===== src/rtl/cache_fill_fsm.sv =====
// Cache miss fill engine: on a miss, fetches one block from pipelined main
// memory as sequential words, streams each returned word into the data
// array and writes the tag together with the last word.
module cache_fill_fsm #(
  parameter int unsigned ADDR_WIDTH      = 16,
  parameter int unsigned WORDS_PER_BLOCK = 8,
  parameter int unsigned OFFSET_BITS     = 4
) (
  input  logic                             clk,
  input  logic                             rst_n,
  input  logic                             miss_detected,
  input  logic [ADDR_WIDTH-1:0]            miss_address,
  output logic                             fsm_busy,
  output logic                             mem_read_en,
  output logic [ADDR_WIDTH-1:0]            memory_address,
  input  logic                             memory_data_valid,
  input  logic [15:0]                      memory_data,
  output logic                             write_data_array,
  output logic [ADDR_WIDTH-1:0]            fill_address,
  output logic [15:0]                      fill_data,
  output logic                             write_tag_array,
  output logic [ADDR_WIDTH-OFFSET_BITS-1:0] fill_tag
);

  // Word index within a block (words are 2 bytes, so one bit fewer than the offset).
  localparam int unsigned IDX_W = OFFSET_BITS - 1;
  localparam logic [IDX_W:0]   ISSUE_DONE = (IDX_W + 1)'(WORDS_PER_BLOCK);
  localparam logic [IDX_W-1:0] RCV_LAST   = IDX_W'(WORDS_PER_BLOCK - 1);

  typedef enum logic {
    IDLE,
    FILL
  } state_e;

  state_e                  state_q;
  logic [ADDR_WIDTH-1:0]   base_q;
  logic [IDX_W:0]          issue_cnt_q;
  logic [IDX_W-1:0]        rcv_cnt_q;

  logic                    in_fill;
  logic                    issuing;
  logic                    last_word;
  logic [ADDR_WIDTH-1:0]   issue_off;
  logic [ADDR_WIDTH-1:0]   rcv_off;
  logic                    unused_offset;

  // The byte offset of the missing address is discarded: the whole block is fetched.
  assign unused_offset = ^miss_address[OFFSET_BITS-1:0];

  // Decode of the current fill position.
  always_comb begin
    in_fill   = (state_q == FILL);
    issuing   = in_fill && (issue_cnt_q != ISSUE_DONE);
    last_word = in_fill && memory_data_valid && (rcv_cnt_q == RCV_LAST);
    // base_q has a zero offset field, so OR-ing the word offset never carries into the tag.
    issue_off = ADDR_WIDTH'({issue_cnt_q[IDX_W-1:0], 1'b0});
    rcv_off   = ADDR_WIDTH'({rcv_cnt_q, 1'b0});
  end

  // State, block base and issue/receive counters.
  always_ff @(posedge clk or negedge rst_n) begin
    if (!rst_n) begin
      state_q     <= IDLE;
      base_q      <= '0;
      issue_cnt_q <= '0;
      rcv_cnt_q   <= '0;
    end else begin
      case (state_q)
        IDLE: begin
          if (miss_detected) begin
            state_q     <= FILL;
            base_q      <= {miss_address[ADDR_WIDTH-1:OFFSET_BITS], {OFFSET_BITS{1'b0}}};
            issue_cnt_q <= '0;
            rcv_cnt_q   <= '0;
          end
        end
        FILL: begin
          if (issuing) begin
            issue_cnt_q <= issue_cnt_q + 1'b1;
          end
          if (memory_data_valid) begin
            rcv_cnt_q <= rcv_cnt_q + 1'b1;
          end
          if (last_word) begin
            state_q <= IDLE;
          end
        end
        default: state_q <= IDLE;
      endcase
    end
  end

  // Outputs; the stall and array writes are combinational so they act in the same cycle.
  always_comb begin
    // Gated by rst_n so that every output is held low while reset is asserted.
    fsm_busy         = rst_n && (in_fill || miss_detected);
    mem_read_en      = issuing;
    memory_address   = issuing ? (base_q | issue_off) : '0;
    write_data_array = in_fill && memory_data_valid;
    fill_address     = in_fill ? (base_q | rcv_off) : '0;
    fill_data        = memory_data;
    write_tag_array  = last_word;
    fill_tag         = in_fill ? base_q[ADDR_WIDTH-1:OFFSET_BITS] : '0;
  end

endmodule


===== config.mk =====
export PLATFORM = sky130hd
export DESIGN_NAME = cache_fill_fsm
export DESIGN_NICKNAME = d
export VERILOG_FILES = /design/src/rtl/cache_fill_fsm.sv
export SDC_FILE = /design/constraint.sdc
export NUM_CORES = 1
export LEC_CHECK = 0
export ABC_AREA = 1
export BUFFER_PORTS_ARGS = -buffer_cell sky130_fd_sc_hd__buf_2
export CORE_MARGIN = 2
export CORE_UTILIZATION = 37
export DETAILED_ROUTE_END_ITERATION = 8
export GPL_ROUTABILITY_DRIVEN = 0
export PLACE_DENSITY = 0.84
export SYNTH_ARGS = -nofsm -noshare
export SYNTH_HDL_FRONTEND = slang
export SYNTH_SLANG_ARGS = --single-unit

===== constraint.sdc =====
create_clock -name clk -period 1.2 [get_ports clk]
set_input_delay 0.12 -clock clk [delete_from_list [all_inputs] [get_ports clk]]
set_output_delay 0.12 -clock clk [all_outputs]
set_load 0.005 [all_outputs]

# Yosys cells after proc, flatten, opt, wreduce, memory -nomap -nowiden
# Index checks and enable logic that the tools add are counted.
[word_totals] reg_bits=20 output_inout_bits=64
[classes] addsub=2 bitwise_logic=3 n_mux=12 eq_ne=5 reduce_logical=8
[op_table] operator="$mux 16" n=2
[op_table] operator="$or 16x4->16" n=2
[op_table] operator="$mux 12" n=1
[op_table] operator="$mux 4" n=2
[op_table] operator="$pmux 4 s2" n=1
[op_table] operator="$mux 3" n=2
[op_table] operator="$pmux 3 s2" n=1
[op_table] operator="$reduce_and 2->1" n=3
[op_table] operator="$add 4x1->4 const B" n=1
[op_table] operator="$logic_and 1x1->1" n=4
[op_table] operator="$ne 2x2->1 const B" n=2
[op_table] operator="$ne 4x4->1 const B" n=1
[op_table] operator="$add 3x1->3 const B" n=1
[op_table] operator="$eq 3x3->1 const B" n=1
[op_table] operator="$mux 1" n=2
[op_table] operator="$ne 2x1->1 const B" n=1
[op_table] operator="$pmux 1 s2" n=1
[op_table] operator="$logic_or 1x1->1" n=1
[op_table] operator="$not 1->1" n=1

# Longest topological paths before layout
# Gate-level depths: netlist (run 1).
[logic_depth] depth_word=4 ltp_mapped=7 ltp_nobuf=7

# Worst setup path after synthesis (run 1)
# No wires, ideal clock.
[synth_path] path_kind="reg-to-output" from="register issue_cnt_q[0]" to="output port memory_address[10]" arrival_time_ns=1.109 stages_incl_launch_ff=7 path_buffers=1 required_time_ns=1.080 path_slack_ns=-0.029 path_cell_list="dfrtp_1 > inv_1 > ha_1 > nand2_1 > nand2_4 > buf_12 > a21boi_2"
[synth_via] elab_chain_len=3
[synth_rtl] element="start: declaration" line="37" rtl="logic [IDX_W:0] issue_cnt_q;"
[synth_rtl] element="start signal: assignment" line="79" rtl="issue_cnt_q <= issue_cnt_q + 1'b1;"
[synth_rtl] element="$ne 4x4->1" line="53" rtl="issuing = in_fill && (issue_cnt_q != ISSUE_DONE);"
[synth_rtl] element="$logic_and 1x1->1" line="53"
[synth_rtl] element="$mux 16" line="98" rtl="memory_address = issuing ? (base_q | issue_off) : '0;"
[synth_rtl] element="end: declaration" line="15" rtl="output logic [ADDR_WIDTH-1:0] memory_address,"
# No other way between the ends.

# Worst setup path after layout (run 1)
[layout_path] from="register issue_cnt_q[1]" to="output port memory_address[8]"
# The elaborated chain is that of the path after synthesis.

==> results.json, run 1 <==
{
  "status": "complete, but fails checks",
  "violations": "setup timing",
  "yosys.area.top_type": "dfrtp_1",
  "viasPerCell": 4.75,
  "hpwl_um": 2450,
  "ant_nets": 0,
  "powerDensity_mw_per_mm2": 2820,
  "synth_cell_types": 21,
  "hold_viol_final": 0,
  "min_path_type": "primary input to flop",
  "drt_iter0_markers": 34,
  "cap_violations": 0,
  "wirelength_um": 4140,
  "grt_usage": 0.172,
  "report.final.slew_viol_count": 0,
  "synth-seq-cells": 20,
  "synth_area_leaders": "dfrtp_1 34%, buf_4 16%, nand2_1 14%",
  "fill_cells": 272,
  "clk_pin_slew_ns": 0.08,
  "post-route-util": 0.639,
  "std_cell_rows": 22,
  "leakagePower_uw": 0.00127,
  "max_freq_mhz": 651,
  "clockBufferDepth": 2,
  "period_needed_ns": 1.54,
  "gr-total-overflow": 0,
  "cp.required_ns": 1.08,
  "dieHeight_um": 66.8,
  "wire_per_inst_um": 13.8,
  "final_nets": 292,
  "dr_total_vias": 1419,
  "cts_buffers": 3,
  "end_kind": "primary output",
  "cts_tree": "yes",
  "die_w_um": 66.8,
  "drc": 0,
  "synth_top_area_share": 0.342,
  "core_region_area_sq_mm": 0.00372,
  "worst_slack_ns": -0.336,
  "rsz0062_at_grt": "true",
  "layout_common_cells": "38 x buf_2, 35 x nand2_1, 30 x buf_6, 20 x buf_4, 19 x dfrtp_1",
  "cp_max_fo": 6,
  "setup_viol": 49,
  "peakVddDrop_mv": 1.27,
  "grt_max_degree": 21,
  "io_buffers": 61,
  "layout_commonest_cell": "buf_2",
  "first_pass_iters": 4,
  "yosysWarnings": 0,
  "finalCritPeriodShare": 1.28,
  "drive_above_1_share": 0.629,
  "cts_sinks": 20,
  "yosysSeqAreaShare": 0.342,
  "dieArea_sq_mm": 0.00447,
  "syn_inst": 187,
  "root_buffer": "clkbuf_8",
  "area_delta_synth_final_pct": 62.4,
  "critPathKind": "flop to primary output",
  "syn_area_sq_mm": 0.00146,
  "start_kind": "flop",
  "antenna_found_initial": 0,
  "skew_ns": 0.00303,
  "grt_pass1_vias": 1297,
  "start_util": 0.393,
  "avgSynthCellArea_sq_um": 7.81,
  "cp.arrival_ns": 1.42,
  "ios": 100,
  "ctsHtreeMaxLevel": 1,
  "grt_pass1_wl_um": 5730,
  "antennaDiodeCount": 0,
  "setup-tns-final_ns": -9.17,
  "clk_latency_ns": 0.26
}
cell usage after synthesis:
cell type	n
a21boi_0	7
a21boi_2	5
a21oi_2	2
buf_12	1
buf_2	3
buf_4	32
buf_6	2
conb_1	1
dfrtp_1	20
ha_1	4
inv_1	24
nand2_1	53
nand2_4	3
nand3_1	18
nand4_1	4
nor2_1	2
o21a_1	1
o21ai_0	2
o21ai_1	1
or2_1	1
xor2_1	1
logic make-up after synthesis:
| family | Yosys count | synth area share |
|---|---|---|
| xor gates and xnor gates | 1 | 0.00599 |
| AOI/OAI and AO/OA | 18 | 0.102 |
| DFF | 20 | 0.342 |
| and+or+nand+nor | 81 | 0.247 |
| buffers and inverters | 62 | 0.265 |
| other | 1 | 0.00257 |
| adders and majority gates | 4 | 0.0342 |
power by group:
part	leakage (uW)	internal (uW)	switching [uW]	total, uW
sequential	0.000245	998	380	1380
clock	0.0000357	445	226	671
combinational	0.000989	2610	2050	4650
total	0.00127	4050	2650	6700
worst paths after layout:
| path | startpoint | end | slack [ns] | cells after the start |
|---|---|---|---|---|
| setup / recovery | issue_cnt_q[1] | memory_address[8] | -0.34 | 7 |
| max in group asynchronous | rst_n | in_fill | 0.61 | 3 |
| hold reg to reg | base_q[9] | base_q[9] | 0.56 | 2 |
| hold / removal | miss_address[8] | base_q[8] | 0.09 | 3 |
| setup reg to reg | issue_cnt_q[1] | issue_cnt_q[0] | -0.01 | 8 |
| min in group asynchronous | rst_n | rcv_cnt_q[2] | 0.37 | 3 |
through the flow:
stage	area (sq um)	cells	setup slack, ns	hold slack [ns]	power (uW)
6_report	2370	299	-0.336	0.0913	6700
5_1_grt	2370	299	-0.413	0.103	7180
4_1_cts	1970	292	-0.299	0.0963	5420
2_1_floorplan	1470	188	0.0110	-0.176	3110
3_5_place_dp	1680	276	-0.0888	0.110	4070
3_3_place_gp	1680	276	-0.0428	0.112	3940
per-layer routing:
| metal | up-vias | GRT usage | routed length [um] |
|---|---|---|---|
| met5 | - | 0 | 0 |
| met4 | 0 | 0.0612 | 33 |
| met3 | 2 | 0.0321 | 219 |
| met2 | 52 | 0.306 | 2360 |
| met1 | 679 | 0.204 | 1530 |
| li1 | 686 | - | - |
sequential cells by signal (all words and copies together) (netlist names):
name         cells
base_q          12
in_fill          1
rcv_cnt_q        3
issue_cnt_q      4
area by class of cell:
type                            count  area, sq um  share of cell area
Clock buffer                        3         41.3              0.0174
Clock inverter                      1         30.0              0.0127
Inverter                           24          115              0.0485
Multi-Input combinational cell    107          800               0.337
Sequential cell                    20          502               0.211
Tap cell                           48         60.1              0.0253
Timing Repair Buffer               96          826               0.348
worst max-delay path: stages, from the launching register on:
cell	delay, ns
dfrtp_1	0.37
inv_2	0.06
ha_4	0.18
nand2_8	0.08
buf_12	0.11
nand2_8	0.06
a21boi_1	0.15
buf_2	0.15
what timing repair did:
item,4_1_cts,5_1_grt
hold buffers,1,0
setup endpoints to repair,42,53
resized for setup,43,80
pin swaps,5,9
hold endpoints to repair,20,0
gates cloned,3,1
setup buffers,8,8
Power figures use the tool's default switching activity.
==> inputs of run 2 (changes only) <==
MAX_ROUTING_LAYER = met4   (was default)
==> results.json, run 2 (synthesis results as in run 1) <==
{
  "status": "complete, but fails checks",
  "violations": "setup timing",
  "whs_path_depth": 3,
  "dr_total_vias": 1426,
  "ios": 100,
  "setup_viol": 49,
  "leakagePower_uw": 0.00127,
  "r2r_slack_ns": -0.01,
  "clockBufferDepth": 2,
  "grt_max_degree": 21,
  "regMostFlops": "base_q",
  "r2r-end": "issue_cnt_q[0]",
  "report.final.slew_viol_count": 0,
  "hold_end": "base_q[8]",
  "power.internal_uw": 4050,
  "cp.arrival_ns": 1.42,
  "antennaDiodeCount": 0,
  "power.switching_uw": 2660,
  "wire_per_inst_um": 14.0,
  "place_inst": 276,
  "clk_pin_slew_ns": 0.08,
  "cts_buffers": 3,
  "dieArea_sq_mm": 0.00447,
  "wirelength_um": 4200,
  "rsz0062_at_grt": "true",
  "peakVddDrop_mv": 1.28,
  "ant_nets": 0,
  "start_util": 0.393,
  "layout_common_cells": "38 x buf_2, 35 x nand2_1, 30 x buf_6, 20 x buf_4, 19 x dfrtp_1",
  "p_sw_frac": 0.397,
  "ctsHtreeMaxLevel": 1,
  "largestRegisters": "base_q: 12 flops, issue_cnt_q: 4 flops, rcv_cnt_q: 3 flops",
  "finalCritPeriodShare": 1.28,
  "cp_max_fo": 6,
  "r2r_start": "issue_cnt_q[1]",
  "drt_iter0_markers": 41,
  "area_delta_synth_final_pct": 62.4,
  "post-route-util": 0.639,
  "ff_latch_area_sq_um": 502,
  "first_pass_iters": 4,
  "dieHeight_um": 66.8,
  "core_region_area_sq_mm": 0.00372,
  "hpwl_um": 2450,
  "layout.cells.non_filler": 299,
  "die_w_um": 66.8,
  "period_needed_ns": 1.54,
  "cp.required_ns": 1.08,
  "layout_commonest_cell": "buf_2",
  "grt_pass1_wl_um": 5710,
  "antenna_found_initial": 0,
  "reg2reg_depth": 8,
  "io_buffers": 61,
  "cts_tree": "yes",
  "powerDensity_mw_per_mm2": 2830,
  "grt_pass1_vias": 1290,
  "viasPerCell": 4.77,
  "hold_viol_final": 0,
  "preCtsSetupSlack_ns": -0.0888,
  "drive_above_1_share": 0.629,
  "start_kind": "flop",
  "final_nets": 292,
  "gr-total-overflow": 0,
  "power_frac_clock": 0.100,
  "grt_usage": 0.175,
  "largest_reg_flops": 12,
  "fill_cells": 272,
  "p_seq_frac": 0.205,
  "cts_sinks": 20,
  "end_kind": "primary output",
  "clk_latency_ns": 0.26,
  "min_path_type": "primary input to flop",
  "std_cell_rows": 22,
  "skew_ns": 0.00248,
  "combPwrFrac": 0.695,
  "drc": 0,
  "multi_input_area_sq_um": 800,
  "max_freq_mhz": 650,
  "worst_slack_ns": -0.338,
  "critPathKind": "flop to primary output",
  "cap_violations": 0,
  "worstHoldStart": "miss_address[8]",
  "root_buffer": "clkbuf_8"
}
-- run 2: worst max-delay path by stage --
stage,slack [ns],depth (start not counted),to,startpoint
after floorplan,0.01,6,memory_address[10],issue_cnt_q[0]
after global placement,-0.04,7,memory_address[11],issue_cnt_q[1]
after detailed placement,-0.09,7,memory_address[12],issue_cnt_q[1]
after CTS,-0.30,7,memory_address[12],issue_cnt_q[1]
after global routing,-0.41,7,memory_address[8],issue_cnt_q[0]
final,-0.34,7,memory_address[8],issue_cnt_q[1]
-- run 2: layout make-up --
cell class / count / area share
Tap cell: 48 / 0.0253
Multi-Input combinational cell: 107 / 0.337
Clock buffer: 3 / 0.0174
Sequential cell: 20 / 0.211
Clock inverter: 1 / 0.0127
Timing Repair Buffer: 96 / 0.348
Inverter: 24 / 0.0485
-- run 2: what timing repair did --
action,in CTS,in global routing
hold buffers,1,0
endpoints found under the hold margin,20,0
endpoints found under the setup margin,42,52
pin swaps,5,9
buffers inserted,8,8
gates cloned,3,1
gates resized for setup,43,80
-- run 2: routing by layer --
layer / global-route usage / vias up / routed length, um
li1: - / 682 / -
met3: 0.0287 / 2 / 200
met5: - / - / 0
met1: 0.204 / 688 / 1590
met2: 0.305 / 54 / 2370
met4: 0.0612 / 0 / 33
-- run 2: worst max-delay path, cell delays in order (launching register included) --
cell	delay (ns)
dfrtp_1	0.37
inv_2	0.06
ha_4	0.18
nand2_8	0.08
buf_12	0.11
nand2_8	0.06
a21boi_1	0.15
buf_2	0.15
-- run 2: stage by stage --
| step | instance area [sq um] | total power, uW | hold WS [ns] | TNS, ns |
|---|---|---|---|---|
| after CTS | 1970 | 5420 | 0.0963 | -6.48 |
| after global placement | 1680 | 3940 | 0.112 | -0.320 |
| final | 2370 | 6710 | 0.0907 | -9.26 |
| after floorplan | 1470 | 3110 | -0.176 | 0 |
| after detailed placement | 1680 | 4070 | 0.110 | -0.837 |
| after global routing | 2370 | 7180 | 0.103 | -11.60 |
-- run 2: power by group through the flow --
| stage | Clock [uW] | Sequential (uW) | Combinational (uW) |
|---|---|---|---|
| after floorplan | 0 | 1220 | 1890 |
| after global placement | 0 | 1230 | 2710 |
| after detailed placement | 0 | 1250 | 2820 |
| after CTS | 672 | 1270 | 3480 |
| after global routing | 701 | 1420 | 5060 |
| final | 674 | 1380 | 4660 |
